`src/rtl/mem_burst_ctrl_pkg.sv`:
```
// Shared definitions for the burst memory controller: default widths,
// FSM state encoding and burst-type encoding.
package mem_burst_ctrl_pkg;

  localparam int DATA_W_DEF = 16;
  localparam int ADDR_W_DEF = 3;

  typedef enum logic [2:0] {
    ST_IDLE     = 3'd0,
    ST_WR       = 3'd1,
    ST_RD_ISSUE = 3'd2,
    ST_RD_CAPT  = 3'd3,
    ST_DONE     = 3'd4
  } state_e;

  typedef enum logic {
    OP_WR = 1'b0,
    OP_RD = 1'b1
  } op_e;

endpackage

```
`src/rtl/mem_burst_ctrl_addr_ctr.sv`:
```
// Burst address / remaining-word tracker: loads base and length, steps one
// word at a time with natural modulo-2^ADDR_W wrap, flags the final word.
module burst_addr_ctr #(
  parameter int ADDR_W = 3
) (
  input  logic              clk,
  input  logic              rst_n,
  input  logic              load,
  input  logic [ADDR_W-1:0] load_addr,
  input  logic [ADDR_W:0]   load_len,
  input  logic              step,
  output logic [ADDR_W-1:0] addr,
  output logic              last
);

  logic [ADDR_W:0] remain;

  always_ff @(posedge clk or negedge rst_n) begin
    if (!rst_n) begin
      addr   <= '0;
      remain <= '0;
    end else if (load) begin
      addr   <= load_addr;
      remain <= load_len;
    end else if (step) begin
      addr   <= addr + 1'b1;
      remain <= remain - 1'b1;
    end
  end

  // Set while the word currently being transferred is the final one.
  assign last = (remain == {{ADDR_W{1'b0}}, 1'b1});

endmodule

```
`src/rtl/mem_burst_ctrl.sv`:
```
// Burst controller between a valid/ready write stream, a read stream and a
// single-port synchronous memory (read data returns one edge after issue).
module mem_burst_ctrl
  import mem_burst_ctrl_pkg::*;
#(
  parameter int DATA_W = DATA_W_DEF,
  parameter int ADDR_W = ADDR_W_DEF
) (
  input  logic              clk,
  input  logic              rst_n,
  input  logic              start,
  input  logic              op_rd,
  input  logic [ADDR_W-1:0] base_addr,
  input  logic [ADDR_W:0]   len,
  input  logic [DATA_W-1:0] wr_data,
  input  logic              wr_valid,
  output logic              wr_ready,
  output logic [DATA_W-1:0] rd_data,
  output logic              rd_valid,
  output logic              busy,
  output logic              done,
  output logic              err,
  output logic              mem_enable,
  output logic              mem_rw,
  output logic [ADDR_W-1:0] mem_addr,
  output logic [DATA_W-1:0] mem_din,
  input  logic [DATA_W-1:0] mem_dout
);

  localparam logic [ADDR_W:0] MAX_LEN = {1'b1, {ADDR_W{1'b0}}};

  function automatic logic len_legal(input logic [ADDR_W:0] l);
    return (l != '0) && (l <= MAX_LEN);
  endfunction

  state_e            state, state_nxt;
  op_e               op_in;
  logic              ctr_load, ctr_step, ctr_last;
  logic [ADDR_W-1:0] cur_addr;
  logic              capt, req_bad;
  logic              mem_rw_q;
  logic [ADDR_W-1:0] mem_addr_q;
  logic [DATA_W-1:0] mem_din_q;

  assign op_in = op_e'(op_rd);

  burst_addr_ctr #(.ADDR_W(ADDR_W)) u_addr_ctr (
    .clk       (clk),
    .rst_n     (rst_n),
    .load      (ctr_load),
    .load_addr (base_addr),
    .load_len  (len),
    .step      (ctr_step),
    .addr      (cur_addr),
    .last      (ctr_last)
  );

  // Memory port fields default to their held copies so they keep the last
  // issued values whenever no access is made.
  always_comb begin
    state_nxt  = state;
    ctr_load   = 1'b0;
    ctr_step   = 1'b0;
    capt       = 1'b0;
    req_bad    = 1'b0;
    mem_enable = 1'b0;
    mem_rw     = mem_rw_q;
    mem_addr   = mem_addr_q;
    mem_din    = mem_din_q;
    unique case (state)
      ST_IDLE: begin
        if (start) begin
          if (len_legal(len)) begin
            ctr_load  = 1'b1;
            state_nxt = (op_in == OP_RD) ? ST_RD_ISSUE : ST_WR;
          end else begin
            req_bad = 1'b1;
          end
        end
      end
      ST_WR: begin
        if (wr_valid) begin
          mem_enable = 1'b1;
          mem_rw     = OP_WR;
          mem_addr   = cur_addr;
          mem_din    = wr_data;
          ctr_step   = 1'b1;
          if (ctr_last) state_nxt = ST_DONE;
        end
      end
      ST_RD_ISSUE: begin
        mem_enable = 1'b1;
        mem_rw     = OP_RD;
        mem_addr   = cur_addr;
        state_nxt  = ST_RD_CAPT;
      end
      ST_RD_CAPT: begin
        capt      = 1'b1;
        ctr_step  = 1'b1;
        state_nxt = ctr_last ? ST_DONE : ST_RD_ISSUE;
      end
      ST_DONE:  state_nxt = ST_IDLE;
      default:  state_nxt = ST_IDLE;
    endcase
  end

  always_ff @(posedge clk or negedge rst_n) begin
    if (!rst_n) state <= ST_IDLE;
    else        state <= state_nxt;
  end

  // Registered boundary: held memory port fields, read capture, error pulse.
  always_ff @(posedge clk or negedge rst_n) begin
    if (!rst_n) begin
      mem_rw_q   <= 1'b1;
      mem_addr_q <= '0;
      mem_din_q  <= '0;
      rd_data    <= '0;
      rd_valid   <= 1'b0;
      err        <= 1'b0;
    end else begin
      mem_rw_q   <= mem_rw;
      mem_addr_q <= mem_addr;
      mem_din_q  <= mem_din;
      rd_valid   <= capt;
      err        <= req_bad;
      if (capt) rd_data <= mem_dout;
    end
  end

  assign wr_ready = (state == ST_WR);
  assign busy     = (state != ST_IDLE);
  assign done     = (state == ST_DONE);

endmodule

```
`config.mk`:
```
export PLATFORM = sky130hd
export DESIGN_NAME = mem_burst_ctrl
export DESIGN_NICKNAME = d
export VERILOG_FILES = /design/src/rtl/mem_burst_ctrl_pkg.sv /design/src/rtl/mem_burst_ctrl_addr_ctr.sv /design/src/rtl/mem_burst_ctrl.sv
export SDC_FILE = /design/constraint.sdc
export NUM_CORES = 1
export LEC_CHECK = 0
export CAP_MARGIN = 20
export CORE_MARGIN = 2
export CORE_UTILIZATION = 40
export CTS_CLUSTER_SIZE = 12
export DETAILED_ROUTE_END_ITERATION = 6
export DONT_BUFFER_PORTS = 1
export PLACE_DENSITY = 0.56
export SLEW_MARGIN = 15
export SYNTH_ARGS = -nofsm -noshare
export SYNTH_HDL_FRONTEND = slang
export SYNTH_SLANG_ARGS = --single-unit
```
`constraint.sdc`:
```
create_clock -name clk -period 5.78 [get_ports clk]
set_clock_uncertainty 0.2 [all_clocks]
set_input_delay 1.156 -clock clk [delete_from_list [all_inputs] [get_ports clk]]
set_output_delay 1.156 -clock clk [all_outputs]
set_load 0.05 [all_outputs]
```
Yosys cells after proc, flatten, opt, wreduce, memory -nomap -nowiden:

Index checks and enable logic that the tools add are counted.

* register bits after elaboration: 48
* output and inout bits: 42

* add/sub/neg operators: 2
* $lt $le $gt $ge: 1
* equality and inequality tests: 9
* muxes and demuxes: 27
* reduce and logical (&&, ||, !) cells: 6

Operators with widths (number)
* two-way mux 16 bit: 2
* two-way mux 3 bit: 8
* case mux 3 bit (4 select lines): 1
* two-way mux 1 bit: 9
* two-way mux 4 bit: 2
* equality test 3 x 2 -> 1 bit, second input constant: 2
* != test 2 bit, second input constant: 3
* case mux 1 bit (2 select lines): 3
* case mux 3 bit (2 select lines): 1
* equality test 4 x 1 -> 1 bit, second input constant: 1
* <= comparator 4 bit, second input constant: 1
* AND reduction 4 bit: 1
* nonzero test 4 bit: 1
* subtractor 4 x 1 -> 4 bit, second input constant: 1
* adder 3 x 1 -> 3 bit, second input constant: 1
* equality test 3 x 1 -> 1 bit, second input constant: 1
* equality test 3 bit, second input constant: 1
* logical NOT 3 bit: 1
* nonzero test 3 bit: 1
* two-way mux 2 bit: 1
* != test 2 x 1 -> 1 bit, second input constant: 1
* nonzero test 2 bit: 1
* logical AND 1 bit: 1

Logic depth before layout (Yosys ltp):

* depth after elaboration: 6
* gate-level depth with buffers: 6
* depth with buffers taken out: 6

By module:

Synthesis repeated with hierarchy kept, for this count alone.

* cells, all modules: 152
* area total of the unflattened synthesis: 2080.7 um2

Modules (own cells, without submodules)
* mem_burst_ctrl: instances 1, cells an instance 114, area an instance 1677.9 um2, seq. area each 1027.2 um2
* burst_addr_ctr: instances 1, cells an instance 38, area an instance 402.9 um2, seq. area each 175.2 um2

Worst setup path after synthesis:

OpenSTA, ideal clock, no wires.

* path kind: input to output
* start point: input port wr_valid
* end point: output port mem_addr[0]
* arrival time: 2.244 ns
* data required time: 4.424 ns
* path slack: 2.180 ns
* cell stages on the path: 3
* buffers on the path: 0
* cell sequence: a21oi_1 -> nor2_2 -> mux2_2

* longest elaborated chain between the ends: 2

Ends and longest elaborated chain
* start, declared: RTL line mem_burst_ctrl.sv:16 `input logic wr_valid,`
* two-way mux 3 bit: RTL line mem_burst_ctrl.sv:82 `if (wr_valid) begin`
* case mux 3 bit (2 select lines): RTL line mem_burst_ctrl.sv:70 `unique case (state)`
* end, declared: RTL line mem_burst_ctrl.sv:25 `output logic [ADDR_W-1:0] mem_addr,`

Every way passes these cells.

Worst setup path after layout:

* start point: register state[1]
* end point: output port mem_addr[2]

* longest elaborated chain between the ends: 2
* elaborated cells between the ends (all ways): 3

Ends and longest elaborated chain
* start, declared: RTL line mem_burst_ctrl.sv:36 `state_e state, state_nxt;`
* start signal, assigned: RTL line mem_burst_ctrl.sv:109 `else state <= state_nxt;`
* equality test 3 x 2 -> 1 bit or equality test 3 x 1 -> 1 bit (tied branches): RTL line mem_burst_ctrl.sv:70
* case mux 3 bit (2 select lines) (*): RTL line mem_burst_ctrl.sv:70

Every way passes the cells marked *; elsewhere a longest branch is shown, timed or not.

==> flow_summary.json <==
{
  "start_util_pct": 41.8,
  "grt_pass1_wl_um": 6490,
  "cts_tree": "built",
  "finalMaxSlewViolations": 0,
  "worstSetupStartpointType": "register",
  "path_buf_inv": 0,
  "grt.total_usage_pct": 13.8,
  "synthTopCellsByArea": "dfrtp_1, mux2_2, mux2_4",
  "fin_area_sq_mm": 0.00227,
  "syn_area_per_cell_sq_um": 13.7,
  "synthCells": 158,
  "yosysTopAreaCellShare_pct": 54.5,
  "cp_top_family": "simple AND/OR/NAND/NOR gates",
  "worstPathRequired_ps": 4420,
  "syn_to_final_growth_pct": 4.98,
  "crit_type": "reg -> out",
  "synth_fa_ha_area_share_pct": 1.74,
  "core_sq_mm": 0.00517,
  "gp_congestion": 0.749,
  "synth_compound_area_share_pct": 5.50,
  "yosysSeqAreaShare_pct": 55.7,
  "yosys.area_share.simple_pct": 11.0,
  "finalNetCount": 206,
  "tns_ps": 0,
  "synthArstFlopShare_pct": 100,
  "grt_pass1_vias": 1259,
  "yosysUniqueCellTypes": 36,
  "drc": 0,
  "syn_nets": 205,
  "synth_flop_cell": "dfrtp_1",
  "maxCapViolCount": 0,
  "synth_xor_area_share_pct": 2.03,
  "hpwl_um": 3010,
  "period_share_pct": 66.1,
  "cts_buffers": 5,
  "critPathMaxFanout": 12,
  "worstPathArrival_ps": 2470,
  "first_pass_iters": 4,
  "endpoint_kind": "output pin",
  "synth_top_family_by_area": "multiplexers",
  "synthMuxAreaShare_pct": 20.0,
  "min_period_ps": 3820,
  "status": "finished, final reports clean",
  "vias": 1193,
  "cts.root.buffer_cell": "clkbuf_8",
  "clock_sink_count": 48,
  "io_buffers": 0,
  "path_cells": "and2b_1, a21oi_1, nor2_2, mux2_2",
  "overflow": 0,
  "cts_buffer_depth": 2,
  "io-pin-count": 86,
  "clkSlewWorstSetupHoldPaths_ps": 80,
  "seq_area_sq_mm": 0.00120,
  "wire_per_inst_um": 17.6,
  "dpl_cell_area_sq_mm": 0.00219,
  "finalHoldViolations": 0,
  "slew_headroom_pct": 34.5,
  "synth-seq-cells": 48,
  "post_cts_resized": 0,
  "yosysTopAreaCell": "dfrtp_1",
  "dieArea_sq_mm": 0.00600,
  "ys_top_cells_by_count": "dfrtp_1, mux2_2, mux2_4",
  "htree_levels": 2,
  "synthesis.area_sq_mm": 0.00216,
  "antenna_cells": 0,
  "drive_gt1_share_pct": 31.4,
  "placementRows": 26,
  "multi_input_area_sq_um": 873,
  "nFillCells": 475,
  "wl_um": 4030,
  "slowest_stage": "dfrtp_1",
  "rsz0062_at_grt": "false",
  "die_x_um": 77.5,
  "clock_latency_ps": 280,
  "timing.fmax_mhz": 262,
  "yosys_warnings": 0,
  "ant_nets": 0,
  "antenna_found_initial": 0,
  "grt_max_degree": 49,
  "hp-class": "in -> async",
  "die_y_um": 77.5,
  "viasPerCell": 5.21,
  "tightest_slew_ps": 979,
  "hold_buffers": 0,
  "cp_slowest_stage_delay_ps": 770,
  "drt_iter0_markers": 37,
  "setup-violations-final": 0,
  "post_cts.repair.setup_buffers": 0,
  "synth_edf_count": 0,
  "yosysMostFrequentCell": "dfrtp_1"
}
flip-flops by register name, indices dropped and copies added, names as in the netlist:
| signal | flops |
|---|---|
| mem_din_q | 16 |
| rd_data | 16 |
| u_addr_ctr.remain | 4 |
| mem_addr_q | 3 |
| state | 3 |
| u_addr_ctr.addr | 3 |
| err | 1 |
| mem_rw_q | 1 |
| rd_valid | 1 |
worst paths after layout:
kind	from	to	slack, ps	cells past startpoint
max	state[1]	mem_addr[2]	1960	4
min	rst_n	err	350	0
max reg2reg	state[1]	mem_addr_q[2]	3230	4
min reg2reg	u_addr_ctr.addr[1]	u_addr_ctr.addr[1]	370	2
max in group asynchronous	rst_n	mem_rw_q	4860	0
min in group clk	u_addr_ctr.addr[1]	u_addr_ctr.addr[1]	370	2
per-layer routing:
| layer | up-vias | part of all wire [%] | track usage (%) |
|---|---|---|---|
| met2 | 48 | 48 | 21.7 |
| met1 | 592 | 43 | 17.3 |
| li1 | 551 | - | - |
| met5 | - | 0 | 0 |
| met3 | 2 | 7.9 | 5.93 |
| met4 | 0 | 0.57 | 4.29 |
per-stage QoR:
stage / std cells / setup slack, ps / hold WS [ps] / utilization (%)
final: 229 / 1960 / 353 / 43.8
after global routing: 229 / 1830 / 333 / 43.8
after CTS: 229 / 1940 / 343 / 43.8
after detailed placement: 222 / 2070 / 350 / 42.3
after global placement: 222 / 2070 / 341 / 42.3
after floorplan: 158 / 2180 / 298 / -
worst reg2reg max path: stages, from the launching register on:
cell and delay [ps]:
dfrtp_1 770, and2b_1 230, a21oi_1 50, nor2_2 580, mux2_2 550
layout by cell type (no fill, tap or decap), drive strengths merged, types with 2 or more instances in the layout:
cell	count
a21oi	9
clkbuf	6
nor2	11
nor3b	3
nor2b	4
ha	3
xnor2	2
mux2	35
inv	7
nand3	2
dfrtp	47
xor2	3
nor3	3
o211ai	3
nand2	7
o221ai	2
kinds of logic (layout without fill, tap and decap cells):
kind of cell,after synthesis,after routing
xor+xnor,5,5
compound gates,18,18
flops,48,48
fa+ha+maj,3,3
buf+inv,13,14
simple gates,36,36
mux,35,35
layout make-up:
| type | count | share of cell area [%] |
|---|---|---|
| tap | 70 | 3.86 |
| inverter | 7 | 1.16 |
| sequential | 48 | 53.0 |
| clock inverter | 1 | 0.221 |
| multi-input combinational | 97 | 38.5 |
| clock buffer | 6 | 3.20 |
Power is left out: the tool's default activity adds up to more than one toggle a clock period on the data nets, which glitch-free logic cannot reach.
